`config.mk`:
```
export PLATFORM = sky130hd
export DESIGN_NAME = dmem_responder
export DESIGN_NICKNAME = d
export VERILOG_FILES = /design/src/rtl/dmem_responder.sv
export SDC_FILE = /design/constraint.sdc
export NUM_CORES = 2
export LEC_CHECK = 0
export BUFFER_PORTS_ARGS = -buffer_cell sky130_fd_sc_hd__buf_2
export CAP_MARGIN = 10
export CORE_MARGIN = 10
export CORE_UTILIZATION = 29
export DETAILED_ROUTE_END_ITERATION = 7
export PLACE_DENSITY = 0.52
export SLEW_MARGIN = 5
export SYNTH_ARGS = -nofsm -noshare
export SYNTH_HDL_FRONTEND = slang
export SYNTH_SLANG_ARGS = --single-unit
```
`constraint.sdc`:
```
create_clock -name clk -period 10 [get_ports clk]
set_clock_uncertainty 0.05 [all_clocks]
set_input_delay 2 -clock clk [delete_from_list [all_inputs] [get_ports clk]]
set_output_delay 2 -clock clk [all_outputs]
set_load 0.01 [all_outputs]
```
`src/rtl/dmem_responder.sv`:
```
// Valid/ready data-memory responder with configurable wait states and RV32I load/store sizing.
// Optional macro DMEM_ERR_EN enables access checking; when undefined, accesses are forced legal.
module dmem_responder #(
  parameter int ADDR_W      = 8,
  parameter int DEPTH_WORDS = 64,
  parameter int WAIT_CYCLES = 1
) (
  input  logic              clk,
  input  logic              reset,
  input  logic              req_valid,
  output logic              req_ready,
  input  logic              req_write,
  input  logic [2:0]        req_funct3,
  input  logic [ADDR_W-1:0] req_addr,
  input  logic [31:0]       req_wdata,
  output logic              rsp_valid,
  input  logic              rsp_ready,
  output logic [31:0]       rsp_rdata,
  output logic              rsp_err
);

  localparam int IW = (DEPTH_WORDS > 1) ? $clog2(DEPTH_WORDS) : 1;
  localparam logic [3:0] LAST_WAIT = (WAIT_CYCLES > 0) ? 4'(WAIT_CYCLES - 1) : 4'd0;

  typedef enum logic [1:0] {
    S_IDLE,
    S_WAIT,
    S_RESP
  } state_t;

  state_t              r_state;
  logic [3:0]          r_cnt;
  logic                r_write;
  logic [2:0]          r_funct3;
  logic [ADDR_W-1:0]   r_addr;
  logic [31:0]         r_wdata;
  logic                r_req_ready;
  logic                r_rsp_valid;
  logic [31:0]         r_rsp_rdata;
  logic                r_rsp_err;
  logic [31:0]         r_mem [DEPTH_WORDS];

  logic                w_op_write;
  logic [2:0]          w_op_funct3;
  logic [ADDR_W-1:0]   w_op_addr;
  logic [31:0]         w_op_wdata;
  logic                w_illegal;
  logic                w_is_b;
  logic                w_is_h;
  logic                w_is_w;
  logic                w_uns;
  logic                w_err;
  logic [1:0]          w_lane;
  logic [IW-1:0]       w_widx;
  logic [31:0]         w_word;
  logic [7:0]          w_byte;
  logic [15:0]         w_half;
  logic [31:0]         w_load;
  logic [31:0]         w_rdata;
  logic [3:0]          w_be;
  logic [31:0]         w_wdata_rep;
  logic                w_do_access;
  logic                w_we;

  // With no wait states the access happens on the handshake edge, so it must use the live request.
  always_comb begin
    if (r_state == S_IDLE) begin
      w_op_write  = req_write;
      w_op_funct3 = req_funct3;
      w_op_addr   = req_addr;
      w_op_wdata  = req_wdata;
    end else begin
      w_op_write  = r_write;
      w_op_funct3 = r_funct3;
      w_op_addr   = r_addr;
      w_op_wdata  = r_wdata;
    end
  end

  always_comb begin
    w_illegal = (w_op_funct3 == 3'b011) || (w_op_funct3[2:1] == 2'b11);
    w_uns     = w_op_funct3[2] && !w_illegal;
`ifdef DMEM_ERR_EN
    w_is_b = (w_op_funct3[1:0] == 2'b00);
    w_is_h = (w_op_funct3[1:0] == 2'b01);
    w_is_w = (w_op_funct3[1:0] == 2'b10);
    w_lane = w_op_addr[1:0];
    w_err  = w_illegal
          || (w_op_write && w_op_funct3[2])
          || (w_is_h && w_op_addr[0])
          || (w_is_w && (w_op_addr[1:0] != 2'b00))
          || (32'(w_op_addr) >= 32'(DEPTH_WORDS * 4));
`else
    w_is_b = !w_illegal && (w_op_funct3[1:0] == 2'b00);
    w_is_h = !w_illegal && (w_op_funct3[1:0] == 2'b01);
    w_is_w = w_illegal || (w_op_funct3[1:0] == 2'b10);
    if (w_is_h)      w_lane = {w_op_addr[1], 1'b0};
    else if (w_is_w) w_lane = 2'b00;
    else             w_lane = w_op_addr[1:0];
    w_err  = 1'b0;
`endif
    w_widx = IW'(32'(w_op_addr[ADDR_W-1:2]) % 32'(DEPTH_WORDS));
    w_word = r_mem[w_widx];
    w_byte = w_word[{w_lane, 3'b000} +: 8];
    w_half = w_lane[1] ? w_word[31:16] : w_word[15:0];

    if (w_is_b)      w_load = {{24{!w_uns && w_byte[7]}}, w_byte};
    else if (w_is_h) w_load = {{16{!w_uns && w_half[15]}}, w_half};
    else             w_load = w_word;
    w_rdata = (w_err || w_op_write) ? '0 : w_load;

    if (w_is_b) begin
      w_be        = 4'b0001 << w_lane;
      w_wdata_rep = {4{w_op_wdata[7:0]}};
    end else if (w_is_h) begin
      w_be        = w_lane[1] ? 4'b1100 : 4'b0011;
      w_wdata_rep = {2{w_op_wdata[15:0]}};
    end else begin
      w_be        = 4'b1111;
      w_wdata_rep = w_op_wdata;
    end
  end

  assign w_do_access = reset &&
                       (((r_state == S_IDLE) && req_valid && (WAIT_CYCLES == 0)) ||
                        ((r_state == S_WAIT) && (r_cnt == LAST_WAIT)));
  assign w_we = w_do_access && w_op_write && !w_err;

  // RAM has no reset; contents survive a reset pulse.
  always_ff @(posedge clk) begin
    if (w_we) begin
      for (int unsigned i = 0; i < 4; i++) begin
        if (w_be[i]) r_mem[w_widx][8*i +: 8] <= w_wdata_rep[8*i +: 8];
      end
    end
  end

  always_ff @(posedge clk or negedge reset) begin
    if (!reset) begin
      r_state     <= S_IDLE;
      r_cnt       <= '0;
      r_write     <= 1'b0;
      r_funct3    <= '0;
      r_addr      <= '0;
      r_wdata     <= '0;
      r_req_ready <= 1'b1;
      r_rsp_valid <= 1'b0;
      r_rsp_rdata <= '0;
      r_rsp_err   <= 1'b0;
    end else begin
      case (r_state)
        S_IDLE: begin
          if (req_valid) begin
            r_write     <= req_write;
            r_funct3    <= req_funct3;
            r_addr      <= req_addr;
            r_wdata     <= req_wdata;
            r_req_ready <= 1'b0;
            r_cnt       <= '0;
            if (WAIT_CYCLES == 0) begin
              r_state     <= S_RESP;
              r_rsp_valid <= 1'b1;
              r_rsp_rdata <= w_rdata;
              r_rsp_err   <= w_err;
            end else begin
              r_state <= S_WAIT;
            end
          end
        end
        S_WAIT: begin
          if (r_cnt == LAST_WAIT) begin
            r_state     <= S_RESP;
            r_rsp_valid <= 1'b1;
            r_rsp_rdata <= w_rdata;
            r_rsp_err   <= w_err;
          end else begin
            r_cnt <= r_cnt + 4'd1;
          end
        end
        S_RESP: begin
          if (rsp_ready) begin
            r_state     <= S_IDLE;
            r_req_ready <= 1'b1;
            r_rsp_valid <= 1'b0;
            r_rsp_rdata <= '0;
            r_rsp_err   <= 1'b0;
          end
        end
        default: begin
          r_state     <= S_IDLE;
          r_req_ready <= 1'b1;
          r_rsp_valid <= 1'b0;
        end
      endcase
    end
  end

  assign req_ready = r_req_ready;
  assign rsp_valid = r_rsp_valid;
  assign rsp_rdata = r_rsp_rdata;
  assign rsp_err   = r_rsp_err;

endmodule

```
==> metrics.csv <==
stage,metric,value,unit
synthesis,asr flop ratio synth,3.94,%
cts,Max clock buf depth,3,
cts,Clock transition at path regs,0.07,ns
timing,TNS Setup,0,ns
synthesis,Mapped Area,0.0806,mm^2
timing,Final period util,62.0,%
final_layout,post-route cell area,0.0938,mm^2
die,Die Ht,547,um
pwr,Worst VDD drop,0.450,mV
synthesis,"flops & latches, synth",2132,
global_route,vias in the first global route,48480,
flow_run,Max-Cap Viols,0,
pwr,Pleak,29.5,nW
synthesis,post-synthesis sequential area ratio,78.9,%
setup_path,nature of the critical path endpoint,flop,
timing,setup repair after global routing missed its margin,false,
cts,number of gates resized after CTS,0,
timing,Relative slew margins,14.4,%
place,HPWL after DPL,155000,um
setup_path,crit-path max FO,26,
route,initial DRC count,6099,
die,die area,0.300,mm^2
setup_path,Critical path origin,r_state[1],
synthesis,Synthesized Nets,5157,
synthesis,"EDFF count, synth",2048,
synthesis,Cells after Synth,5107,
global_route,global-route wire length before repair,374000,um
synthesis,Ys Warns,0,
final_layout,FILL cells,26609,
route,vias per cell,5.47,
route,final wirelength,265000,um
place,Post-DP Area,0.0870,mm^2
cts,Root Driver,clkbuf_16,
route,1st-pass router iterations,5,
final_layout,most frequent cells in the layout,"2048 x edfxtp_1, 728 x o22ai_1, 483 x nand2_1",
cts,CTS tree,yes,
setup_path,R2R setup slack,3.80,ns
final_layout,Area Overhead vs Synth,16.4,%
final_layout,Sequential Area,0.0636,mm^2
cts,Inserted Clock Buffers,208,
final_layout,nets@finish,5340,
global_route,Overflow after GRT,0,
place,Port-buffer cells,81,
route,drt wl/cell,28.9,um
synthesis,Syn Area/Cell,15.8,um^2
min_path,Hold Crit Class,reg -> reg,
final_layout,share of layout cells above drive strength 1,14.8,%
setup_path,CP endpoint,rsp_rdata[31],
die,# IOs,83,
pwr,Overall Power,31.5,mW
cts,CTS Hold Bufs,0,
cts,H-tree depth,4,
global_route,pin count of the biggest net entering global routing,114,
timing,crit path time final,6.20,ns
route,DRC Markers,0,
setup_path,worst path arrival time,6.93,ns
setup_path,CP required,10.73,ns
synthesis,Yosys cell types,79,
global_route,Total GRT Usage,16.9,%
place,GPL Wtd Cong,0.824,
route,vias post-DR,50209,
final_layout,multi-input logic area,0.0160,mm^2
setup_path,startpoint types,flop,
route,number of routed nets with antenna violations,0,
cts,Post-CTS Setup Repair Bufs,0,
die,initial core utilization,29.1,%
final_layout,"most common cell after layout, fill and taps aside",edfxtp_1,
pwr,Pwr per Cell Area,335,mW/mm^2
timing,final slew viol count,0,
timing,Final setup viols,0,
timing,Fin. Hold Viols,0,
die,core area,0.277,mm^2
place,pre-CTS setup slack,3.21,ns
die,FP Rows,193,
timing,Achievable Freq,161,MHz
cts,Sink Count,2132,
run_status,outcome,"finished, final reports clean",
synthesis,leading register cell type out of synthesis,edfxtp_1,
cts,Skew-Pair Late Insertion Delay,0.87,ns
setup_path,CP Class,reg -> reg,
die,Die Wd,547,um
timing,actual slew at the worst max-slew pin,1.28,ns
setup_path,FF-to-FF path depth,12,
timing,Final WS setup,3.80,ns
setup_path,worst r2r src,r_state[1],
global_route,antenna violations before repair,10,
setup_path,RR Endpoint,rsp_rdata[31],
critical path, cell delays in order (launching register included):
cell	delay [ns]
dfrtp_1	0.85
or2_1	0.70
buf_4	0.42
nor3_1	0.08
a31oi_1	0.81
or2_2	0.25
buf_4	0.50
o22ai_1	0.18
nor4_2	0.94
nor2b_1	0.18
o41ai_2	0.47
nand3_2	0.37
o21ai_0	0.27
final cells by class:
class | instances | area share, %
multi-input cells | 2570 | 17.1
clock inverters | 142 | 1.38
repair buffers | 363 | 2.98
well taps | 3705 | 4.94
diodes | 3 | 0.00800
clock buffers | 248 | 5.76
inverters | 15 | 0.0600
flip-flops and latches | 2132 | 67.8
state kept, by name, indices dropped and copies added (netlist names):
signal and count:
rsp_rdata 32, r_mem 2048, r_addr 8, r_write 1
req_ready 1, rsp_valid 1, r_cnt 4, r_wdata 32
r_state 2, r_funct3 3
report_power, final:
part	internal, mW	total (mW)	switching [mW]	leakage (nW)
Combinational	2.51	11.3	8.80	6.67
Clock	4.31	7.77	3.45	3.28
Sequential	12.2	12.4	0.188	19.6
how the worst min path moves through the flow:
| stage | from | endpoint | slack (ns) | cells past startpoint |
|---|---|---|---|---|
| 6_report | r_wdata[18] | r_wdata[18] | 0.42 | 2 |
| 3_3_place_gp | r_wdata[17] | r_wdata[17] | 0.40 | 2 |
| 3_5_place_dp | r_wdata[18] | r_wdata[18] | 0.41 | 2 |
| 2_1_floorplan | r_wdata[17] | r_wdata[17] | 0.39 | 2 |
| 5_1_grt | r_wdata[6] | r_wdata[6] | 0.45 | 2 |
| 4_1_cts | r_wdata[18] | r_wdata[18] | 0.42 | 2 |
cell families (layout without fill, tap and decap cells):
family,after synthesis,count (layout),synth area share [%]
XOR/XNOR,1,1,0.0109
AO/OA/AOI/OAI,1186,1186,10.0
adder cells (fa/ha/maj),2,2,0.0310
buffers and inverters,405,768,2.30
flip-flops,2132,2132,78.9
multiplexers,101,101,1.28
AND/OR/NAND/NOR,1279,1279,7.46
other,1,4,0.00465
metrics by stage:
stage | instances | hold WS [ns] | utilization (%)
final | 9178 | 0.420 | 33.9
after global routing | 9176 | 0.450 | 33.9
after CTS | 9172 | 0.423 | 33.9
after detailed placement | 8782 | 0.408 | 31.4
after global placement | 8782 | 0.400 | 31.4
after floorplan | 5107 | 0.387 | -
cell usage after synthesis, types with 6 or more instances:
cell type     n  share of area, %
a211oi_1      6             0.056
nand2_1     493               2.3
and3_1       28              0.22
or4_1        34              0.32
a21oi_1      49              0.30
a31oi_1      32              0.25
edfxtp_1   2048                76
o21ai_0      41              0.25
o41ai_1      18              0.20
o32ai_1      14              0.15
a32o_1       38              0.47
and2_1       10             0.078
o21ai_1      20              0.12
a22oi_1      32              0.30
nand2b_1      7             0.054
clkbuf_1    173              0.81
or3_1        14              0.11
buf_2       133              0.83
a32oi_1      12              0.13
nand3_1      78              0.48
nor4_1       94              0.73
buf_4        25              0.23
nor2_1      137              0.64
mux2_2       15              0.21
buf_6         9              0.13
dfrtp_1      83               2.6
o22a_1       26              0.28
nand4_1      14              0.11
o21a_1       17              0.16
mux2i_1      85               1.1
o22ai_1     728               5.6
inv_1        15             0.070
nor3_1      337               2.1
buf_1        48              0.22
o31ai_1       9             0.084
o221ai_1    117               1.3
metal layers:
layer	vias to the layer above	part of all wire [%]	global-route usage (%)
met2	2532	46	26.5
met4	2	3.3	5.47
met5	-	0.0049	0
met1	26165	42	23.3
li1	21086	-	-
met3	424	9.0	3.55
No activity file was read; power rests on OpenSTA's default activity.
